### src/rtl/pipeline_mem_stage_pkg.sv
// pipeline_mem_stage_pkg: load/store encodings, error codes, FSM states and access-size helpers
package pipeline_mem_stage_pkg;
    localparam logic [2:0] LD_NONE = 3'd0, LD_LB = 3'd1, LD_LBU = 3'd2, LD_LH = 3'd3,
                           LD_LHU = 3'd4, LD_LW = 3'd5, LD_LWU = 3'd6, LD_LD = 3'd7;
    localparam logic [2:0] ST_NONE = 3'd0, ST_SB = 3'd1, ST_SH = 3'd2, ST_SW = 3'd3, ST_SD = 3'd4;

    typedef enum logic [1:0] {ERR_NONE, ERR_MISALIGN, ERR_TIMEOUT, ERR_ILLEGAL} mem_err_e;
    typedef enum logic {S_IDLE, S_WAIT} state_e;

    // Access size as log2(bytes): 0 byte, 1 half, 2 word, 3 double
    function automatic logic [1:0] ld_size(input logic [2:0] c);
        return c == LD_LD ? 2'd3 : c >= LD_LW ? 2'd2 : c >= LD_LH ? 2'd1 : 2'd0;
    endfunction

    function automatic logic [1:0] st_size(input logic [2:0] c);
        return c == ST_SD ? 2'd3 : c == ST_SW ? 2'd2 : c == ST_SH ? 2'd1 : 2'd0;
    endfunction
endpackage

### src/rtl/pipeline_mem_stage_if.sv
// pipeline_mem_stage_if: data-memory req/ack port
interface pipeline_mem_stage_if #(parameter int XLEN = 64);
    logic              dmem_req;
    logic              dmem_we;
    logic [XLEN-1:0]   dmem_addr;
    logic [XLEN-1:0]   dmem_wdata;
    logic [XLEN/8-1:0] dmem_wstrb;
    logic [XLEN-1:0]   dmem_rdata;
    logic              dmem_ack;

    modport master (
        output dmem_req, dmem_we, dmem_addr, dmem_wdata, dmem_wstrb,
        input  dmem_rdata, dmem_ack
    );

    modport slave (
        input  dmem_req, dmem_we, dmem_addr, dmem_wdata, dmem_wstrb,
        output dmem_rdata, dmem_ack
    );
endinterface

### src/rtl/pipeline_mem_stage_lane_align.sv
// mem_lane_align: byte-lane store formatting, load extraction/extension and misalignment detection
module mem_lane_align
    import pipeline_mem_stage_pkg::*;
(
    input  logic [2:0]  lane_i,
    input  logic [2:0]  rd_ctrl_i,
    input  logic [2:0]  wr_ctrl_i,
    input  logic [63:0] wdata_i,
    input  logic [63:0] rdata_i,
    output logic [63:0] wdata_o,
    output logic [7:0]  wstrb_o,
    output logic [63:0] ld_data_o,
    output logic        misalign_o
);
    logic       is_ld, is_st;
    logic [1:0] sz;
    logic [5:0] sh;
    logic [63:0] rep, rs;

    assign is_ld = rd_ctrl_i != LD_NONE;
    assign is_st = wr_ctrl_i != ST_NONE && wr_ctrl_i <= ST_SD;
    assign sz    = is_st ? st_size(wr_ctrl_i) : ld_size(rd_ctrl_i);
    assign sh    = {lane_i, 3'b000};

    assign misalign_o = (is_ld | is_st) &
                        (sz == 2'd1 ? lane_i[0] : sz == 2'd2 ? |lane_i[1:0] : sz == 2'd3 ? |lane_i : 1'b0);

    assign rep = sz == 2'd0 ? {8{wdata_i[7:0]}} :
                 sz == 2'd1 ? {4{wdata_i[15:0]}} :
                 sz == 2'd2 ? {2{wdata_i[31:0]}} : wdata_i;

    assign wdata_o = is_st ? rep << sh : '0;
    assign wstrb_o = !is_st ? 8'h00 : sz == 2'd3 ? 8'hFF :
                     (sz == 2'd2 ? 8'h0F : sz == 2'd1 ? 8'h03 : 8'h01) << lane_i;

    assign rs = rdata_i >> sh;
    assign ld_data_o = rd_ctrl_i == LD_LB  ? {{56{rs[7]}}, rs[7:0]} :
                       rd_ctrl_i == LD_LBU ? {56'd0, rs[7:0]} :
                       rd_ctrl_i == LD_LH  ? {{48{rs[15]}}, rs[15:0]} :
                       rd_ctrl_i == LD_LHU ? {48'd0, rs[15:0]} :
                       rd_ctrl_i == LD_LW  ? {{32{rs[31]}}, rs[31:0]} :
                       rd_ctrl_i == LD_LWU ? {32'd0, rs[31:0]} :
                       rd_ctrl_i == LD_LD  ? rdata_i : '0;
endmodule

### src/rtl/pipeline_mem_stage.sv
// pipeline_mem_stage: MEM stage with req/ack data port, timeout, stall generation and MEM/WB registers
module pipeline_mem_stage
    import pipeline_mem_stage_pkg::*;
#(
    parameter int XLEN           = 64,
    parameter int TIMEOUT_CYCLES = 255
) (
    input  logic            clk,
    input  logic            reset,
    input  logic [XLEN-1:0] alu_result_EX,
    input  logic [XLEN-1:0] reg_data2_MEM,
    input  logic [4:0]      rd_MEM,
    input  logic [XLEN-1:0] pc_MEM,
    input  logic            rf_wr_en_EX,
    input  logic [1:0]      rf_wr_sel_EX,
    input  logic [2:0]      dm_rd_ctrl_EX,
    input  logic [2:0]      dm_wr_ctrl_EX,
    pipeline_mem_stage_if.master dmem,
    output logic            stall_MEM,
    output logic [XLEN-1:0] alu_result_WB,
    output logic [XLEN-1:0] mem_rdata_WB,
    output logic [XLEN-1:0] pc_WB,
    output logic [4:0]      rd_WB,
    output logic            rf_wr_en_WB,
    output logic [1:0]      rf_wr_sel_WB,
    output logic [1:0]      mem_err_WB
);
    state_e      state_q, state_d;
    logic [15:0] cnt_q, cnt_d;
    logic        is_ld, is_st, misalign, access, req, timeout_abort;
    mem_err_e    err;
    logic [XLEN-1:0] ld_data, wdata;
    logic [7:0]  wstrb;

    mem_lane_align u_align (
        .lane_i     (alu_result_EX[2:0]),
        .rd_ctrl_i  (dm_rd_ctrl_EX),
        .wr_ctrl_i  (dm_wr_ctrl_EX),
        .wdata_i    (reg_data2_MEM),
        .rdata_i    (dmem.dmem_rdata),
        .wdata_o    (wdata),
        .wstrb_o    (wstrb),
        .ld_data_o  (ld_data),
        .misalign_o (misalign)
    );

    assign is_ld  = dm_rd_ctrl_EX != LD_NONE;
    assign is_st  = dm_wr_ctrl_EX != ST_NONE && dm_wr_ctrl_EX <= ST_SD;
    assign err    = (is_ld & is_st) ? ERR_ILLEGAL : misalign ? ERR_MISALIGN : ERR_NONE;
    assign access = (is_ld ^ is_st) & (err == ERR_NONE);

    // WAIT keeps requesting from the held EX inputs; reset silences the port
    assign req           = !reset & (state_q == S_WAIT | access);
    assign timeout_abort = state_q == S_WAIT & !dmem.dmem_ack & cnt_q == 16'(TIMEOUT_CYCLES);
    assign stall_MEM     = req & !dmem.dmem_ack & !timeout_abort;

    assign dmem.dmem_req   = req;
    assign dmem.dmem_we    = req & is_st;
    assign dmem.dmem_addr  = {alu_result_EX[XLEN-1:3], 3'b000};
    assign dmem.dmem_wdata = wdata;
    assign dmem.dmem_wstrb = reset ? 8'h00 : wstrb;

    // Next state: enter WAIT on an unacknowledged access, leave on ack or timeout; counter tracks WAIT cycles
    always_comb begin
        state_d = state_q == S_IDLE ? (access & !dmem.dmem_ack ? S_WAIT : S_IDLE) :
                  (dmem.dmem_ack | timeout_abort ? S_IDLE : S_WAIT);
        cnt_d   = state_d == S_WAIT ? cnt_q + 16'd1 : 16'd0;
    end

    // FSM state and timeout counter registers
    always_ff @(posedge clk) begin
        if (reset) begin
            state_q <= S_IDLE;
            cnt_q   <= '0;
        end else begin
            state_q <= state_d;
            cnt_q   <= cnt_d;
        end
    end

    // MEM/WB boundary: bubble while stalled, otherwise latch results; errors and timeouts suppress the write
    always_ff @(posedge clk) begin
        if (reset) begin
            alu_result_WB <= '0;
            mem_rdata_WB  <= '0;
            pc_WB         <= '0;
            rd_WB         <= '0;
            rf_wr_en_WB   <= 1'b0;
            rf_wr_sel_WB  <= '0;
            mem_err_WB    <= '0;
        end else if (stall_MEM) begin
            rd_WB         <= '0;
            rf_wr_en_WB   <= 1'b0;
            mem_err_WB    <= '0;
        end else begin
            alu_result_WB <= alu_result_EX;
            mem_rdata_WB  <= (is_ld & access & !timeout_abort) ? ld_data : '0;
            pc_WB         <= pc_MEM;
            rd_WB         <= rd_MEM;
            rf_wr_en_WB   <= rf_wr_en_EX & (err == ERR_NONE) & !timeout_abort;
            rf_wr_sel_WB  <= rf_wr_sel_EX;
            mem_err_WB    <= timeout_abort ? ERR_TIMEOUT : err;
        end
    end
endmodule

### src/flat_wrapper.sv
// flat-port wrapper written by rule: the top's interface ports become plain ports
module pipeline_mem_stage_flat import pipeline_mem_stage_pkg::*;
#(
    parameter int XLEN           = 64,
    parameter int TIMEOUT_CYCLES = 255
)
  (clk, reset, alu_result_EX, reg_data2_MEM, rd_MEM, pc_MEM, rf_wr_en_EX, rf_wr_sel_EX, dm_rd_ctrl_EX, dm_wr_ctrl_EX, stall_MEM, alu_result_WB, mem_rdata_WB, pc_WB, rd_WB, rf_wr_en_WB, rf_wr_sel_WB, mem_err_WB, dmem_dmem_req, dmem_dmem_we, dmem_dmem_addr, dmem_dmem_wdata, dmem_dmem_wstrb, dmem_dmem_rdata, dmem_dmem_ack);
  pipeline_mem_stage_if #(.XLEN(XLEN)) dmem_i ();
  input  logic clk;
  input  logic reset;
  input  logic [XLEN-1:0] alu_result_EX;
  input  logic [XLEN-1:0] reg_data2_MEM;
  input  logic [4:0] rd_MEM;
  input  logic [XLEN-1:0] pc_MEM;
  input  logic rf_wr_en_EX;
  input  logic [1:0] rf_wr_sel_EX;
  input  logic [2:0] dm_rd_ctrl_EX;
  input  logic [2:0] dm_wr_ctrl_EX;
  output logic stall_MEM;
  output logic [XLEN-1:0] alu_result_WB;
  output logic [XLEN-1:0] mem_rdata_WB;
  output logic [XLEN-1:0] pc_WB;
  output logic [4:0] rd_WB;
  output logic rf_wr_en_WB;
  output logic [1:0] rf_wr_sel_WB;
  output logic [1:0] mem_err_WB;
  output wire logic [$bits(dmem_i.dmem_req)-1:0] dmem_dmem_req;
  output wire logic [$bits(dmem_i.dmem_we)-1:0] dmem_dmem_we;
  output wire logic [$bits(dmem_i.dmem_addr)-1:0] dmem_dmem_addr;
  output wire logic [$bits(dmem_i.dmem_wdata)-1:0] dmem_dmem_wdata;
  output wire logic [$bits(dmem_i.dmem_wstrb)-1:0] dmem_dmem_wstrb;
  input wire logic [$bits(dmem_i.dmem_rdata)-1:0] dmem_dmem_rdata;
  input wire logic [$bits(dmem_i.dmem_ack)-1:0] dmem_dmem_ack;
  assign dmem_dmem_req = dmem_i.dmem_req;
  assign dmem_dmem_we = dmem_i.dmem_we;
  assign dmem_dmem_addr = dmem_i.dmem_addr;
  assign dmem_dmem_wdata = dmem_i.dmem_wdata;
  assign dmem_dmem_wstrb = dmem_i.dmem_wstrb;
  assign dmem_i.dmem_rdata = dmem_dmem_rdata;
  assign dmem_i.dmem_ack = dmem_dmem_ack;
  pipeline_mem_stage #(.XLEN(XLEN), .TIMEOUT_CYCLES(TIMEOUT_CYCLES)) u_core (.clk(clk), .reset(reset), .alu_result_EX(alu_result_EX), .reg_data2_MEM(reg_data2_MEM), .rd_MEM(rd_MEM), .pc_MEM(pc_MEM), .rf_wr_en_EX(rf_wr_en_EX), .rf_wr_sel_EX(rf_wr_sel_EX), .dm_rd_ctrl_EX(dm_rd_ctrl_EX), .dm_wr_ctrl_EX(dm_wr_ctrl_EX), .dmem(dmem_i), .stall_MEM(stall_MEM), .alu_result_WB(alu_result_WB), .mem_rdata_WB(mem_rdata_WB), .pc_WB(pc_WB), .rd_WB(rd_WB), .rf_wr_en_WB(rf_wr_en_WB), .rf_wr_sel_WB(rf_wr_sel_WB), .mem_err_WB(mem_err_WB));
endmodule
### config.mk
export PLATFORM = sky130hd
export DESIGN_NAME = pipeline_mem_stage_flat
export DESIGN_NICKNAME = d
export VERILOG_FILES = /design/src/rtl/pipeline_mem_stage_pkg.sv /design/src/rtl/pipeline_mem_stage_if.sv /design/src/rtl/pipeline_mem_stage_lane_align.sv /design/src/rtl/pipeline_mem_stage.sv /design/src/flat_wrapper.sv
export SDC_FILE = /design/constraint.sdc
export NUM_CORES = 1
export LEC_CHECK = 0
export ABC_CLOCK_PERIOD_IN_PS = 6250
export CAP_MARGIN = 10
export CELL_PAD_IN_SITES_DETAIL_PLACEMENT = 1
export CELL_PAD_IN_SITES_GLOBAL_PLACEMENT = 2
export CORE_MARGIN = 3
export CORE_UTILIZATION = 23
export CTS_CLUSTER_DIAMETER = 40
export DETAILED_ROUTE_END_ITERATION = 10
export GPL_TIMING_DRIVEN = 0
export MAX_ROUTING_LAYER = met4
export PLACE_DENSITY = 0.84
export RECOVER_POWER = 100
export SETUP_SLACK_MARGIN = 0.4
export SLEW_MARGIN = 30
export SYNTH_ARGS = -nofsm -noshare
export SYNTH_HDL_FRONTEND = slang
export SYNTH_SLANG_ARGS = --single-unit
### constraint.sdc
create_clock -name clk -period 6.25 [get_ports clk]
set_input_delay 1.25 -clock clk [delete_from_list [all_inputs] [get_ports clk]]
set_output_delay 1.25 -clock clk [all_outputs]
set_load 0.05 [all_outputs]
==> qor.yml, run 1 <==
port-buffer-count: 600
antenna_left: 0
max_freq_ghz: 0.1649
synthTopCellsByArea: "dfxtp_1 33%, nand2_1 6.7%, nand2b_1 6.6%"
mostFrequentLayoutCell: "dlygate4sd3_1"
synth_seq_cells: 219
fin_crit_sh_pct: 97.01
startpoint_type: "input pin"
reg2reg_from: "u_core.cnt_q[4]"
placed_area_mm2: 0.02057
maxSlewViolCount: 0
crit_type: "input pin to primary output"
dieWidth_um: 248.2
cts.reportedPaths.clkPinSlew_ns: 0.05
vias_per_cell: 5.175
run_status: "complete, no violations"
irDropWorstVdd_uv: 176.3
worst-endpoint-required_ns: 5.00
coreArea_mm2: 0.05781
grt_pass1_wl_mm: 122.8
hold_violations: 0
hold_path_class: "register to register"
ios: 614
hpwlAfterDp_mm: 71.32
fill_cells: 6841
fin_hold_ws_ns: 0.4396
synth_area_leader_cell: "dfxtp_1"
dr.pass1.iters: 5
overflow: 0
final_cell_mix: "266 x dlygate4sd3_1, 258 x clkdlybuf4s50_1, 240 x nand2_1"
setup_viol: 0
routedWlPerCell_um: 27.80
grt_max_degree: 13
syn_area_per_cell_um2: 7.824
wl_met3_mm: 7.849
maxCapViolCount: 0
tightest_slew_ns: 0.9876
r2r_end: "u_core.alu_result_WB[21]"
gp_congestion: 0.9564
num_vias: 16490
cpMostUsedCell: "or2_2"
drt_iter0_drc: 1146
relSlewSlack_pct: 34.16
grt_pass1_vias: 16930
dominantRegCellSynth: "dfxtp_1"
rsz0062_at_grt: "yes"
path_cells: "dlygate4sd2_1 -> clkbuf_8 -> or2_2 -> or2_2 -> a31oi_4 -> inv_1 -> ha_4 -> clkbuf_16 -> nor2_2 -> mux2i_1 -> mux2_4 -> nor2_1 -> clkbuf_1"
cts_root_buffer: "clkbuf_16"
routed.top_layer: "met4"
synthArstFlopShare_pct: 0
synth_area_mm2: 0.01349
crit_fanout: 10
power_per_cell_area_mw_per_mm2: 254.8
start_util_pct: 23.33
yosys_warnings: 0
area_growth_pct: 64.77
cts_tree: "yes"
cpMaxStageDelayCell: "nor2_2"
met2_wirelength_mm: 41.42
ff2ff_path_depth: 13
final_cell_area_mm2: 0.02222
placementRows: 88
drc: 0
nets: 2665
die_h_um: 248.2
crit_path_end: "dmem_dmem_wdata[24]"
crit_start: "dm_rd_ctrl_EX[0]"
regToRegSetupSlack_ns: 2.89
cpPeakStageDelay_ns: 0.61
cp.arrival_ns: 4.81
synth_edf_count: 0
worstSkewPairLatency_ns: 0.52
drive_gt1_share_pct: 16.00
period_needed_ns: 6.063
cp-end-kind: "primary output"
fp.dieArea_mm2: 0.06159
clockBufferDepth: 3
routed_wl_mm: 88.56
cts_buffers: 35
m1WireLength_mm: 36.00
ys_types: 69
synth_top_area_share_pct: 32.50
fin_skew_ns: 0.02182
leakagePower_nw: 8.982
cts_sinks: 219
seq_area_frac_synth_pct: 32.50
htree_levels: 2
antenna_found_initial: 16
grtUsageTotal_pct: 28.08
synthCells: 1724
-- registers in the layout, indices dropped and copies added (netlist names) --
name and flops:
u_core.state_q 1, u_core.mem_rdata_WB 64, u_core.cnt_q 16, u_core.mem_err_WB 2, u_core.rf_wr_sel_WB 2, u_core.rd_WB 5
u_core.rf_wr_en_WB 1, u_core.pc_WB 64, u_core.alu_result_WB 64
-- worst max-delay path, delay by kind of cell --
family | cells | cell delay [ns]
AO/OA/AOI/OAI | 1 | 0.17
multiplexers | 2 | 0.66
buffers and inverters | 5 | 1.16
AND/OR/NAND/NOR | 4 | 1.34
adder cells (fa/ha/maj) | 1 | 0.20
-- cell families after synthesis --
group                    count (synthesis)  synth area share, %
multiplexers                           107                9.156
AO/OA/AOI/OAI                          518                25.08
other                                    1              0.02780
buffers and inverters                  240                9.861
flip-flops                             219                32.50
adder cells (fa/ha/maj)                  8               0.7421
AND/OR/NAND/NOR                        616                21.65
XOR/XNOR                                15               0.9740
-- repair_timing --
item / in CTS / in global routing
setup buffers: 17 / 3
setup endpoints to repair: 115 / 65
cloned: 1 / 0
endpoints found under the hold margin: 0 / 0
resized for setup: 421 / 92
pin swaps: 23 / 23
hold buffers: 0 / 0
-- through the flow --
stage | cells | worst slack [ns] | setup TNS (ns) | utilization, % | power [mW]
after global routing | 3186 | 0.1301 | 0 | 38.45 | 5.866
after detailed placement | 3091 | -2.554 | -137.02 | 35.59 | 3.670
final | 3186 | 0.1868 | 0 | 38.45 | 5.662
after floorplan | 1726 | 0.4259 | 0 | - | 2.768
after global placement | 3091 | -2.449 | -113.15 | 35.57 | 3.656
after CTS | 3169 | 0.3265 | 0 | 38.71 | 5.742
-- cells in the mapped netlist (15+ instances only) --
cell / instances
and3_1: 15
dfxtp_1: 219
a211oi_1: 29
nand2_1: 240
nand3_1: 15
a31oi_1: 18
inv_1: 16
o21ai_1: 100
o211ai_1: 36
a21oi_1: 58
nand2b_1: 143
and2_1: 16
buf_2: 24
a22o_1: 56
buf_4: 64
buf_1: 18
clkbuf_1: 86
nor2_1: 135
mux2_2: 31
mux2i_1: 66
buf_6: 18
o21ai_0: 102
o22ai_1: 21
-- final cells by class --
type,count,area [um2],area share (%)
Clock inverter,18,219.0,0.9853
Antenna cell,14,35.03,0.1576
Tap cell,765,957.2,4.307
Timing Repair inverter,1,7.507,0.03378
Multi-Input combinational cell,1267,8257,37.15
Sequential cell,219,4384,19.73
Inverter,19,75.07,0.3378
Clock buffer,42,933.4,4.200
Buffer,221,1451,6.531
Timing Repair Buffer,620,5904,26.57
-- metal layers --
metal / vias up / GRT usage (%)
met3: 175 / 6.868
met1: 8072 / 33.83
met4: 0 / 9.812
li1: 7392 / -
met2: 850 / 45.78
met5: - / -
-- where the power goes --
part           total [mW]  internal [mW]  switching (mW)
Combinational        2.19          0.752            1.44
Clock                1.93           1.20           0.728
Sequential           1.54           1.49          0.0473
-- worst min-delay path by stage --
stage | startpoint | endpoint | slack (ns) | depth (start not counted)
floorplan | u_core.cnt_q[0] | u_core.cnt_q[0] | 0.46 | 1
global placement | u_core.pc_WB[4] | u_core.pc_WB[4] | 0.43 | 2
detailed placement | u_core.alu_result_WB[43] | u_core.alu_result_WB[43] | 0.44 | 2
CTS | u_core.alu_result_WB[43] | u_core.alu_result_WB[43] | 0.44 | 2
global route | u_core.alu_result_WB[43] | u_core.alu_result_WB[43] | 0.45 | 2
finish | u_core.alu_result_WB[43] | u_core.alu_result_WB[43] | 0.44 | 2
(Power assumes the default switching activity.)
==> run 2: changes to the inputs <==
--- a/config.mk
+++ b/config.mk
@@ -22,3 +22,4 @@
 export SYNTH_ARGS = -nofsm -noshare
 export SYNTH_HDL_FRONTEND = slang
 export SYNTH_SLANG_ARGS = --single-unit
+export TNS_END_PERCENT = 30
==> run 2 against run 1 <==
Sequential power is essentially flat. Setup slack better by 0.058 ns. Critical path type unchanged. Critical path depth up 1. Sequential cell count unchanged. Utilization rose by 0.087 points. Non-clock buffer count grew 6. Hold slack improved by 0.0038 ns. Critical endpoint is now dmem_dmem_req. Largest cell class unchanged. Highest routed layer unchanged.
==> qor.yml, run 2 (synthesis results as in run 1) <==
run_status: "complete, no violations"
ctsHoldBuffers: 0  # unchanged
maxCapViolCount: 0  # unchanged
htree_levels: 2  # unchanged
nets: 2671  # +0.23%
grt_max_degree: 13  # unchanged
reg_top3: "u_core.alu_result_WB x64, u_core.mem_rdata_WB x64, u_core.pc_WB x64"
post-place-ws_ns: -2.161  # +0.3927 ns
wl_met3_mm: 7.960  # +1.4%
cts_buffers: 36  # +2.9%
drive_gt1_share_pct: 14.65  # -1.3 points
fin_skew_ns: 0.02086  # -0.0009510 ns
startpoint_type: "input pin"
routedWlPerCell_um: 27.71  # -0.31%
coreArea_mm2: 0.05781  # unchanged
hold_violations: 0  # unchanged
final_cell_mix: "279 x dlygate4sd3_1, 257 x clkdlybuf4s50_1, 239 x nand2_1"
path_cells: "dlygate4sd2_1 -> clkbuf_1 -> or2_2 -> or2_0 -> a31oi_4 -> inv_1 -> ha_1 -> buf_6 -> nor2_4 -> a21oi_1 -> o221a_2 -> clkbuf_1 -> nor2_1 -> dlygate4sd3_1"
crit_fanout: 4  # -6
drt_iter0_drc: 1088  # -5.1%
max_freq_ghz: 0.1665  # +0.97%
p_total_mw: 5.876  # +3.8%
num_vias: 16500  # +0.085%
cp-end-kind: "primary output"
tightest_slew_ns: 0.9788  # -0.008794 ns
cts_root_buffer: "clkbuf_16"
overflow: 0  # unchanged
grtUsageTotal_pct: 28.21  # +0.13 points
hold_path_class: "register to register"
placementRows: 88  # unchanged
fp.dieArea_mm2: 0.06159  # unchanged
antenna_found_initial: 23  # +7
fin_crit_sh_pct: 96.08  # -0.93 points
vias_per_cell: 5.152  # -0.45%
dieWidth_um: 248.2  # unchanged
routed.top_layer: "met4"
leakagePower_nw: 9.036  # +0.61%
clockBufferDepth: 3  # unchanged
hpwlAfterDp_mm: 71.20  # -0.17%
cts_sinks: 219  # unchanged
start_util_pct: 23.33  # unchanged
dr.pass1.iters: 5  # unchanged
critPathBufInv: 6  # +1
worstSkewPairLatency_ns: 0.54  # +0.02 ns
utilization_pct: 38.53  # +0.087 points
mostFrequentLayoutCell: "dlygate4sd3_1"
period_needed_ns: 6.005  # -0.05831 ns
routed_wl_mm: 88.76  # +0.23%
met2_wirelength_mm: 41.65  # +0.54%
cpMostUsedCell: "clkbuf_1"
drc: 0  # unchanged
cpMaxStageDelayCell: "dlygate4sd3_1"
m1WireLength_mm: 36.01  # about the same
cts.reportedPaths.clkPinSlew_ns: 0.06  # about the same
area_growth_pct: 65.14
cts_tree: "yes"
grt_pass1_wl_mm: 123.4  # +0.47%
port-buffer-count: 600  # unchanged
gp_congestion: 0.9763  # +2.1%
fin_hold_ws_ns: 0.4434  # +0.003834 ns
cp.arrival_ns: 4.75  # -0.06 ns
power_per_cell_area_mw_per_mm2: 263.8  # +3.5%
antenna_left: 0  # unchanged
cpPeakStageDelay_ns: 0.94  # +0.33 ns
relSlewSlack_pct: 34.75  # +0.59 points
grt_pass1_vias: 17100  # +1.0%
worst-endpoint-required_ns: 5.00  # about the same
crit_type: "input pin to primary output"
finalWorstSetupSlack_ns: 0.2451  # +0.05831 ns
path_delay_family: "buffers and inverters"
irDropWorstVdd_uv: 141.6  # -20%
die_h_um: 248.2  # unchanged
ios: 614  # unchanged
setup_viol: 0  # unchanged
maxSlewViolCount: 0  # unchanged
rsz0062_at_grt: "yes"
-- run 2: changes by cell type in the layout (fill, tap and decap cells not counted), sizes merged --
cell | before | now
buf | 136 | 135
bufinv | 3 | 8
clkbuf | 205 | 200
clkdlybuf4s15 | 4 | 3
clkdlybuf4s25 | 1 | 0
clkdlybuf4s50 | 258 | 257
clkinv | 5 | 10
clkinvlp | 7 | 4
diode | 14 | 21
dlygate4sd2 | 10 | 13
dlygate4sd3 | 266 | 279
dlymetal6s2s | 3 | 0
inv | 23 | 22
-- run 2: metal layers --
layer / vias up / GRT usage, %
met2: 853 / 46.55
met4: 0 / 8.771
met5: - / -
met1: 8075 / 33.40
met3: 170 / 7.815
li1: 7405 / -
-- run 2: cell type report --
class,count,area (um2)
fillers,6874,35530
multi-input cells,1267,8071
repair buffers,626,6031
flip-flops and latches,219,4384
plain buffers,221,1404
well taps,765,957.2
clock buffers,40,925.9
clock inverters,25,372.9
inverters,19,75.07
diodes,21,52.55
-- run 2: power breakdown --
part	switching [mW]	internal [mW]
sequential	0.0470	1.49
combinational	1.42	0.745
clock	0.759	1.41
-- run 2: through the flow --
stage	TNS [ns]	std cells	instance area, um2
2_1_floorplan	-0.01120	1726	13530
3_3_place_gp	-108.42	3091	20490
3_5_place_dp	-109.28	3091	20500
4_1_cts	0	3177	22370
5_1_grt	0	3201	22270
6_report	0	3203	22270
-- run 2: final timing paths --
kind | startpoint | endpoint | slack [ns] | cells past startpoint
worst max-delay path | dm_rd_ctrl_EX[0] | dmem_dmem_req | 0.25 | 14
worst min-delay path | u_core.pc_WB[26] | u_core.pc_WB[26] | 0.44 | 2
worst max register to register | u_core.cnt_q[2] | u_core.alu_result_WB[46] | 2.96 | 13
worst min register to register | u_core.pc_WB[26] | u_core.pc_WB[26] | 0.44 | 2
-- run 2: what timing repair did --
item                                    in CTS  in global routing
gates resized for setup                    405                 58
gates cloned                                 1                  1
buffers inserted                            20                  4
endpoints found under the setup margin      75                 70
pin swaps                                   21                 12
-- run 2: worst min-delay path, stage by stage (launching register included) --
cell	delay, ns
dfxtp_1	0.31
nand2_1	0.05
o21ai_1	0.05
